`config.mk`:
```
export PLATFORM = sky130hd
export DESIGN_NAME = arith_unit_mc
export DESIGN_NICKNAME = d
export VERILOG_FILES = /design/src/rtl/arith_unit_mc.sv
export SDC_FILE = /design/constraint.sdc
export NUM_CORES = 1
export LEC_CHECK = 0
export CORE_AREA = 4 4 162 164
export CTS_CLUSTER_SIZE = 28
export DETAILED_ROUTE_END_ITERATION = 8
export DIE_AREA = 0 0 166 168
export PLACE_DENSITY = 0.83
export SETUP_SLACK_MARGIN = 0.05
export SYNTH_ARGS = -nofsm -noshare
export SYNTH_HDL_FRONTEND = slang
export SYNTH_SLANG_ARGS = --single-unit
```
`constraint.sdc`:
```
create_clock -name CLK_ARITH -period 4.3 [get_ports CLK_ARITH]
set_input_delay 0.86 -clock CLK_ARITH [delete_from_list [all_inputs] [get_ports CLK_ARITH]]
set_output_delay 0.86 -clock CLK_ARITH [all_outputs]
set_load 0.005 [all_outputs]
```
`src/rtl/arith_unit_mc.sv`:
```
// Multi-cycle unsigned arithmetic unit: 1-cycle add/sub/mul, restoring divider
// producing quotient (low A_width bits) and remainder (high B_width bits).
module arith_unit_mc #(
  parameter int A_width = 16,
  parameter int B_width = 16
) (
  input  logic                       CLK_ARITH,
  input  logic                       RST_ARITH,
  input  logic [A_width-1:0]         A_IN_ARITH,
  input  logic [B_width-1:0]         B_IN_ARITH,
  input  logic [1:0]                 ALU_FUN_ARITH,
  input  logic                       ARITH_EN,
  output logic                       ARITH_BUSY,
  output logic                       ARITH_FLAG,
  output logic [A_width+B_width-1:0] ARITH_OUT,
  output logic                       Carry_out,
  output logic                       Zero_flag,
  output logic                       Div_by_zero
);
  localparam int ARITH_OUT_width = A_width + B_width;
  localparam int CNT_width       = $clog2(A_width + 1);

  typedef enum logic {IDLE, DIV} state_t;

  state_t                     state_q;
  logic [CNT_width-1:0]       cnt_q;
  logic [A_width-1:0]         dvd_q;   // dividend shifts out MSB-first, quotient shifts in at LSB
  logic [B_width-1:0]         dvs_q;
  logic [B_width-1:0]         rem_q;
  logic [ARITH_OUT_width-1:0] out_q;
  logic                       flag_q, busy_q, carry_q, zero_q, dbz_q;

  logic [ARITH_OUT_width-1:0] a_ext, b_ext, sum_w, diff_w, prod_w;
  logic [ARITH_OUT_width-1:0] op_out_d;
  logic                       op_carry_d, op_dbz_d, div_start;

  assign a_ext  = ARITH_OUT_width'(A_IN_ARITH);
  assign b_ext  = ARITH_OUT_width'(B_IN_ARITH);
  assign sum_w  = a_ext + b_ext;
  assign diff_w = a_ext - b_ext;
  assign prod_w = a_ext * b_ext;

  assign div_start = (ALU_FUN_ARITH == 2'b11) && (B_IN_ARITH != '0);

  always_comb begin
    op_out_d   = '0;
    op_carry_d = 1'b0;
    op_dbz_d   = 1'b0;
    case (ALU_FUN_ARITH)
      2'b00: begin
        op_out_d   = sum_w;
        op_carry_d = sum_w[A_width];
      end
      2'b01: begin
        op_out_d   = diff_w;
        op_carry_d = (a_ext < b_ext);
      end
      2'b10: op_out_d = prod_w;
      // Only reached with B == 0; nonzero divisors take the iterative path.
      default: begin
        op_out_d = {A_IN_ARITH[B_width-1:0], {A_width{1'b1}}};
        op_dbz_d = 1'b1;
      end
    endcase
  end

  // One restoring step; the remainder stays below the divisor so B_width bits suffice.
  logic [B_width:0]           shifted_w;
  logic                       ge_w;
  logic [B_width-1:0]         rem_nx;
  logic [A_width-1:0]         quo_nx;
  logic [ARITH_OUT_width-1:0] div_out_d;

  assign shifted_w = {rem_q, dvd_q[A_width-1]};
  assign ge_w      = (shifted_w >= {1'b0, dvs_q});
  assign rem_nx    = ge_w ? (shifted_w[B_width-1:0] - dvs_q) : shifted_w[B_width-1:0];
  assign quo_nx    = {dvd_q[A_width-2:0], ge_w};
  assign div_out_d = {rem_nx, quo_nx};

  always_ff @(posedge CLK_ARITH or negedge RST_ARITH) begin
    if (!RST_ARITH) begin
      state_q <= IDLE;
      cnt_q   <= '0;
      dvd_q   <= '0;
      dvs_q   <= '0;
      rem_q   <= '0;
      out_q   <= '0;
      flag_q  <= 1'b0;
      busy_q  <= 1'b0;
      carry_q <= 1'b0;
      zero_q  <= 1'b0;
      dbz_q   <= 1'b0;
    end else begin
      flag_q <= 1'b0;
      case (state_q)
        IDLE: begin
          if (ARITH_EN) begin
            if (div_start) begin
              dvd_q   <= A_IN_ARITH;
              dvs_q   <= B_IN_ARITH;
              rem_q   <= '0;
              cnt_q   <= CNT_width'(A_width);
              dbz_q   <= 1'b0;
              busy_q  <= 1'b1;
              state_q <= DIV;
            end else begin
              out_q   <= op_out_d;
              carry_q <= op_carry_d;
              zero_q  <= (op_out_d == '0);
              dbz_q   <= op_dbz_d;
              flag_q  <= 1'b1;
            end
          end
        end
        DIV: begin
          rem_q <= rem_nx;
          dvd_q <= quo_nx;
          cnt_q <= cnt_q - CNT_width'(1);
          if (cnt_q == CNT_width'(1)) begin
            out_q   <= div_out_d;
            carry_q <= 1'b0;
            zero_q  <= (div_out_d == '0);
            flag_q  <= 1'b1;
            busy_q  <= 1'b0;
            state_q <= IDLE;
          end
        end
        default: state_q <= IDLE;
      endcase
    end
  end

  assign ARITH_BUSY  = busy_q;
  assign ARITH_FLAG  = flag_q;
  assign ARITH_OUT   = out_q;
  assign Carry_out   = carry_q;
  assign Zero_flag   = zero_q;
  assign Div_by_zero = dbz_q;
endmodule

```
* After elaboration in Yosys (flattened, before gate mapping)
Cells that the tools add are included.
** Storage, ports and cells
- Flip-flop bits (word level) :: 91
- Output and inout bits :: 37
- Word-level logic and storage cells :: 75
- Bits of input ports :: 37
** Operators by class
- Magnitude comparators :: 2
- $mul :: 1
- Multiplexer cells :: 37
- Reduce and logical (&&, ||, !) cells :: 11
- Eq/ne operators :: 8
- Bitwise gates (word level) :: 1
- $add $sub $neg :: 4
** Operator list (number)
- 32-bit two-way mux :: 3
- 32-bit one-hot mux with 3 select lines :: 1
- 16-bit two-way mux :: 5
- 32-bit logical NOT :: 2
- 16-bit one-hot mux with 2 select lines :: 2
- 32-bit one-hot mux with 2 select lines :: 1
- 16-bit by 16-bit multiplier with 32-bit output :: 1
- 16-bit by 16-bit adder with 17-bit output :: 1
- 17-bit by 16-bit greater-or-equal comparator with 1-bit output :: 1
- 16-bit by 16-bit subtractor with 17-bit output :: 1
- 16-bit < comparator :: 1
- 1-bit two-way mux :: 16
- 16-bit nonzero test :: 1
- 16-bit subtractor :: 1
- 1-bit one-hot mux with 2 select lines :: 6
- 5-bit two-way mux :: 2
- 5-bit one-hot mux with 2 select lines :: 1
- 3-bit AND reduction :: 3
- 2-bit inequality test (second input constant) :: 3
- 5-bit by 1-bit == test with 1-bit output (second input constant) :: 1
- 5-bit by 1-bit subtractor with 5-bit output (second input constant) :: 1
- 2-bit == test (second input constant) :: 2
- 2-bit AND reduction :: 2
- 3-bit OR reduction :: 1
- other kinds (5) :: 5

* Depth between registers and ports, before layout
- Depth after elaboration :: 6
- Depth in mapped cells :: 26
- Gate-level depth less buffers :: 24

* Least setup slack after synthesis
OpenSTA, ideal clock, no wires.
- Path type :: input port to flip-flop
- Start :: in B_IN_ARITH[9]
- End :: reg zero_q (netlist: Zero_flag)
- Setup time :: 66 ps
- Path buffers :: 3
- Arrival :: 6659 ps
- Stages :: 24
- Setup slack :: -2425 ps
- Cells stage by stage :: clkbuf_1 > clkbuf_1 > nand2_1 > fa_1 > fa_1 > inv_1 > fa_1 > fa_1 > fa_1 > inv_1 > fa_1 > inv_1 > ha_1 > buf_2 > a21o_1 > a211o_1 > o22a_1 > nand3_1 > o21ai_1 > a2111oi_1 > nand4b_1 > nor4_2 > nand4_1 > nand2_1
** Between the ends
- Word-level cells in the longest chain between the ends :: 6
- Elaborated cells on any way between the ends :: 12
** Ends and longest elaborated chain
- from (decl) :: RTL line 10 : input logic [B_width-1:0] B_IN_ARITH,
- 16-bit by 16-bit multiplier with 32-bit output, or another cell as far along :: RTL line 41 : assign prod_w = a_ext * b_ext;
- 32-bit one-hot mux with 3 select lines :: RTL line 49 : case (ALU_FUN_ARITH)
- 32-bit logical NOT :: RTL line 109 : zero_q <= (op_out_d == '0);
- 1-bit two-way mux :: RTL line 98 : if (div_start) begin
- 1-bit two-way mux :: RTL line 97 : if (ARITH_EN) begin
- 1-bit one-hot mux with 2 select lines :: RTL line 95 : case (state_q)
- to (signal assigned) :: RTL line 109
- to (signal assigned) :: RTL line 122 : zero_q <= (div_out_d == '0);
- to (decl) :: RTL line 31 : logic flag_q, busy_q, carry_q, zero_q, dbz_q;
Parallel ways exist; a longest one is shown, timed or not. The select of a mux whose other input is x is not followed.
A chain may end at the register's enable or synchronous reset.

* Worst setup path in the final report
- Start :: in A_IN_ARITH[14]
- End :: reg zero_q (netlist: Zero_flag)
** Between the ends
- Word-level cells in the longest chain between the ends :: 6
- Elaborated cells on any way between the ends :: 8
** Ends and longest elaborated chain
- from (decl) :: RTL line 9 : input logic [A_width-1:0] A_IN_ARITH,
- 16-bit by 16-bit multiplier with 32-bit output, or another cell as far along :: RTL line 41
- 32-bit one-hot mux with 3 select lines * :: RTL line 49
- 32-bit logical NOT * :: RTL line 109
- 1-bit two-way mux * :: RTL line 98
- 1-bit two-way mux * :: RTL line 97
- 1-bit one-hot mux with 2 select lines * :: RTL line 95
Mark *: on every way between the ends. The rest lies on a longest branch, timed or not. The select of a mux whose other input is x is not followed.

==> impl_metrics.ini <==
[run_status]
run_status = finished, violations left
violations = negative setup slack

[synthesis]
yosysWarnings = 0
syn_area_um2 = 15700
netlist_instances = 1875
yosysSeqAreaShare = 0.145
synth_edf_count = 0
synth_cell_types = 86
yosys_register_bits = 91
synthArstFlopShare = 1.00
synth_area_per_cell_um2 = 8.38
synth_flop_cell = dfrtp_1
syn_nets = 2263

[drt]
route.met2.wl_um = 32200
drc = 0
first_pass_iters = 9
wl_met3_um = 9880
antenna_left = 0
wl_um = 74400
drt-wirelength-per-cell_um = 27.9
dr_total_vias = 18200
routed.top_layer = met5
wl_met1_um = 23800
drt_iter0_drc = 2836
vias_per_cell = 6.82

[job]
maxCapViolCount = 0

[clock_network]
clk_latency_ns = 0.35
cts_tree = built
root_buffer = clkbuf_16
cts_buffers = 9
cts_sinks = 91
clk_path_buf_depth = 2
cts_htree_levels = 3
hold_buffers = 0
clkTransAtPathRegs_ns = 0.07

[setup_path]
regToRegSetupSlack_ns = 0.51
worstSetupEndpointType = flop
endpoint = Zero_flag
slowest_stage = fa_1
max_stage_delay_ns = 0.58
path_common_cell = fa_1
critical_path_class = in -> reg
cp.required_ns = 4.58
cp_max_fo = 5
ff2ff_path_depth = 12
startpoint = A_IN_ARITH[14]
rr_endpoint = ARITH_OUT[25]
crit_chain = buf_2, and2_4, fa_1, inv_1, fa_1, inv_2, fa_1, fa_2, fa_1, inv_2, fa_1, inv_2, ha_4, buf_4, a21oi_2, o221ai_4, buf_6, o41ai_4, mux2i_2, o2111ai_2, nor4_2, nand4_1, nand2_1
arrival_ns = 7.25
critPathLaunchType = input port
reg2reg_from = dvs_q[1]

[timing]
fmaxAchievable_ghz = 0.143
fin_tns_setup_ns = -56.23
slew_violations = 0
setup_viol = 29
slew-limit-headroom = 0.303
rsz0062_at_grt = true
finalHoldViolations = 0
fin_crit_sh = 1.62
fin_skew_ns = 0.0120
period_needed_ns = 6.97
worst_pin_slew_ns = 1.04
setup_slack_ns = -2.67

[global_routing]
grt_overflow = 0
grt_pass1_vias = 18100
grt_antenna_before_repair = 3
grt_util_all_layers = 0.460
grt_max_degree = 64
grt_pass1_wl_um = 101000

[hold_path]
hp-class = reg -> reg

[floorplanning]
std_cell_rows = 58
die_w_um = 166
dieArea_um2 = 27900
start_util = 0.631
io_pins = 74
core_um2 = 24900
die_h_um = 168

[place]
place_congestion = 1.01
dpl.hpwl_um = 45900
portBuffers = 73

[final_layout]
syn2layout_area_growth_pct = 42.5
final_util = 0.899
drive_gt1_frac = 0.352
nets = 2716
==> metal layers <==
layer,up-vias,track usage
met5,-,0
met4,2,0.294
met3,743,0.113
met2,1750,0.741
met1,8536,0.555
li1,7119,-
==> area by class of cell <==
class / count / area [um^2]
Tap cell: 330 / 413
Clock buffer: 9 / 225
Timing Repair Buffer: 526 / 4630
Antenna cell: 1 / 2.50
Fill cell: 1065 / 2500
Sequential cell: 91 / 2280
Multi-Input combinational cell: 1410 / 13700
Inverter: 290 / 1090
Clock inverter: 6 / 90.1
==> critical path: cells and delay by family <==
family          cells  cell delay [ns]
simple gates        4             0.78
buf+inv             7             0.75
fa+ha+maj           7             3.41
compound gates      4             1.12
mux                 1             0.32
==> cell families (layout without fill, tap and decap cells) <==
group / count (synthesis) / in the layout / share of synthesized area
adders and majority gates: 351 / 351 / 0.374
AOI/OAI and AO/OA: 363 / 363 / 0.154
muxes: 42 / 42 / 0.0276
DFF: 91 / 91 / 0.145
other: 0 / 1 / 0
buffers and inverters: 374 / 831 / 0.0905
and+or+nand+nor: 618 / 618 / 0.190
xor gates and xnor gates: 36 / 36 / 0.0201
==> through the flow <==
step	cell area (um^2)	setup slack [ns]	std cells	hold WS (ns)
after floorplan	16400	-2.03	1875	0.450
after global placement	19600	-3.11	2537	0.466
after detailed placement	19600	-3.17	2537	0.474
after CTS	21400	-2.20	2626	0.485
after global routing	22400	-2.81	2662	0.513
final	22400	-2.67	2663	0.487
==> cell usage after synthesis (4+ instances only) <==
| library cell | instances | share of area |
|---|---|---|
| dfrtp_1 | 91 | 0.14 |
| clkbuf_1 | 73 | 0.017 |
| o21ai_1 | 12 | 0.0038 |
| o22a_1 | 5 | 0.0028 |
| nand2_1 | 262 | 0.063 |
| buf_2 | 4 | 0.0013 |
| nor2b_1 | 16 | 0.0064 |
| nor4_1 | 25 | 0.010 |
| nor2_1 | 91 | 0.022 |
| fa_1 | 197 | 0.25 |
| xnor2_1 | 25 | 0.014 |
| ha_1 | 154 | 0.12 |
| o21bai_1 | 6 | 0.0029 |
| and3_1 | 11 | 0.0044 |
| nand4_1 | 14 | 0.0056 |
| nor3_1 | 25 | 0.0080 |
| mux2_2 | 9 | 0.0065 |
| o2111ai_1 | 6 | 0.0033 |
| a21oi_1 | 86 | 0.027 |
| a21o_1 | 21 | 0.010 |
| o22ai_1 | 9 | 0.0036 |
| a211oi_1 | 13 | 0.0062 |
| xor2_1 | 11 | 0.0061 |
| a211o_1 | 4 | 0.0022 |
| or3_1 | 8 | 0.0032 |
| buf_1 | 4 | 0.00096 |
| a22o_1 | 5 | 0.0028 |
| o211ai_1 | 19 | 0.0091 |
| or4_1 | 4 | 0.0019 |
| mux2i_1 | 31 | 0.020 |
| o31ai_1 | 9 | 0.0043 |
| a31oi_1 | 17 | 0.0068 |
| o21a_1 | 15 | 0.0072 |
| inv_1 | 288 | 0.069 |
| o21ai_0 | 82 | 0.026 |
| and2_1 | 102 | 0.041 |
| nand3_1 | 27 | 0.0086 |
| nand2b_1 | 14 | 0.0056 |
==> layout by cell type (no fill, tap or decap), types with 52 or more instances in the layout <==
master / instances
fa_1: 172
ha_1: 114
buf_4: 355
inv_1: 234
a21oi_1: 59
nor2_1: 84
o21ai_0: 66
inv_2: 52
buf_6: 88
nand2_1: 228
and2_1: 69
dfrtp_1: 91
==> how the worst min path moves through the flow <==
stage | depth (start not counted) | end | start
finish | 2 | dvs_q[5] | dvs_q[5]
global route | 2 | dvs_q[8] | dvs_q[8]
CTS | 2 | dvs_q[8] | dvs_q[8]
detailed placement | 2 | dvs_q[7] | dvs_q[7]
global placement | 2 | dvs_q[7] | dvs_q[7]
floorplan | 2 | dvs_q[10] | dvs_q[10]
==> sequential cells by signal, summed over array words and instances, names as in the netlist <==
signal and flops:
ARITH_FLAG 1, Div_by_zero 1, Carry_out 1, ARITH_OUT 32
dvd_q 16, cnt_q 5, state_q 1, Zero_flag 1
ARITH_BUSY 1, dvs_q 16, rem_q 16
==> timing repair <==
| action | CTS | global route |
|---|---|---|
| cloned | 1 | 0 |
| buffers inserted | 82 | 45 |
| endpoints found under the setup margin | 29 | 29 |
| resized for setup | 345 | 180 |
| pin swaps | 128 | 141 |
Power is left out: the tool's default activity adds up to more than one toggle a clock period on the data nets, which glitch-free logic cannot reach.
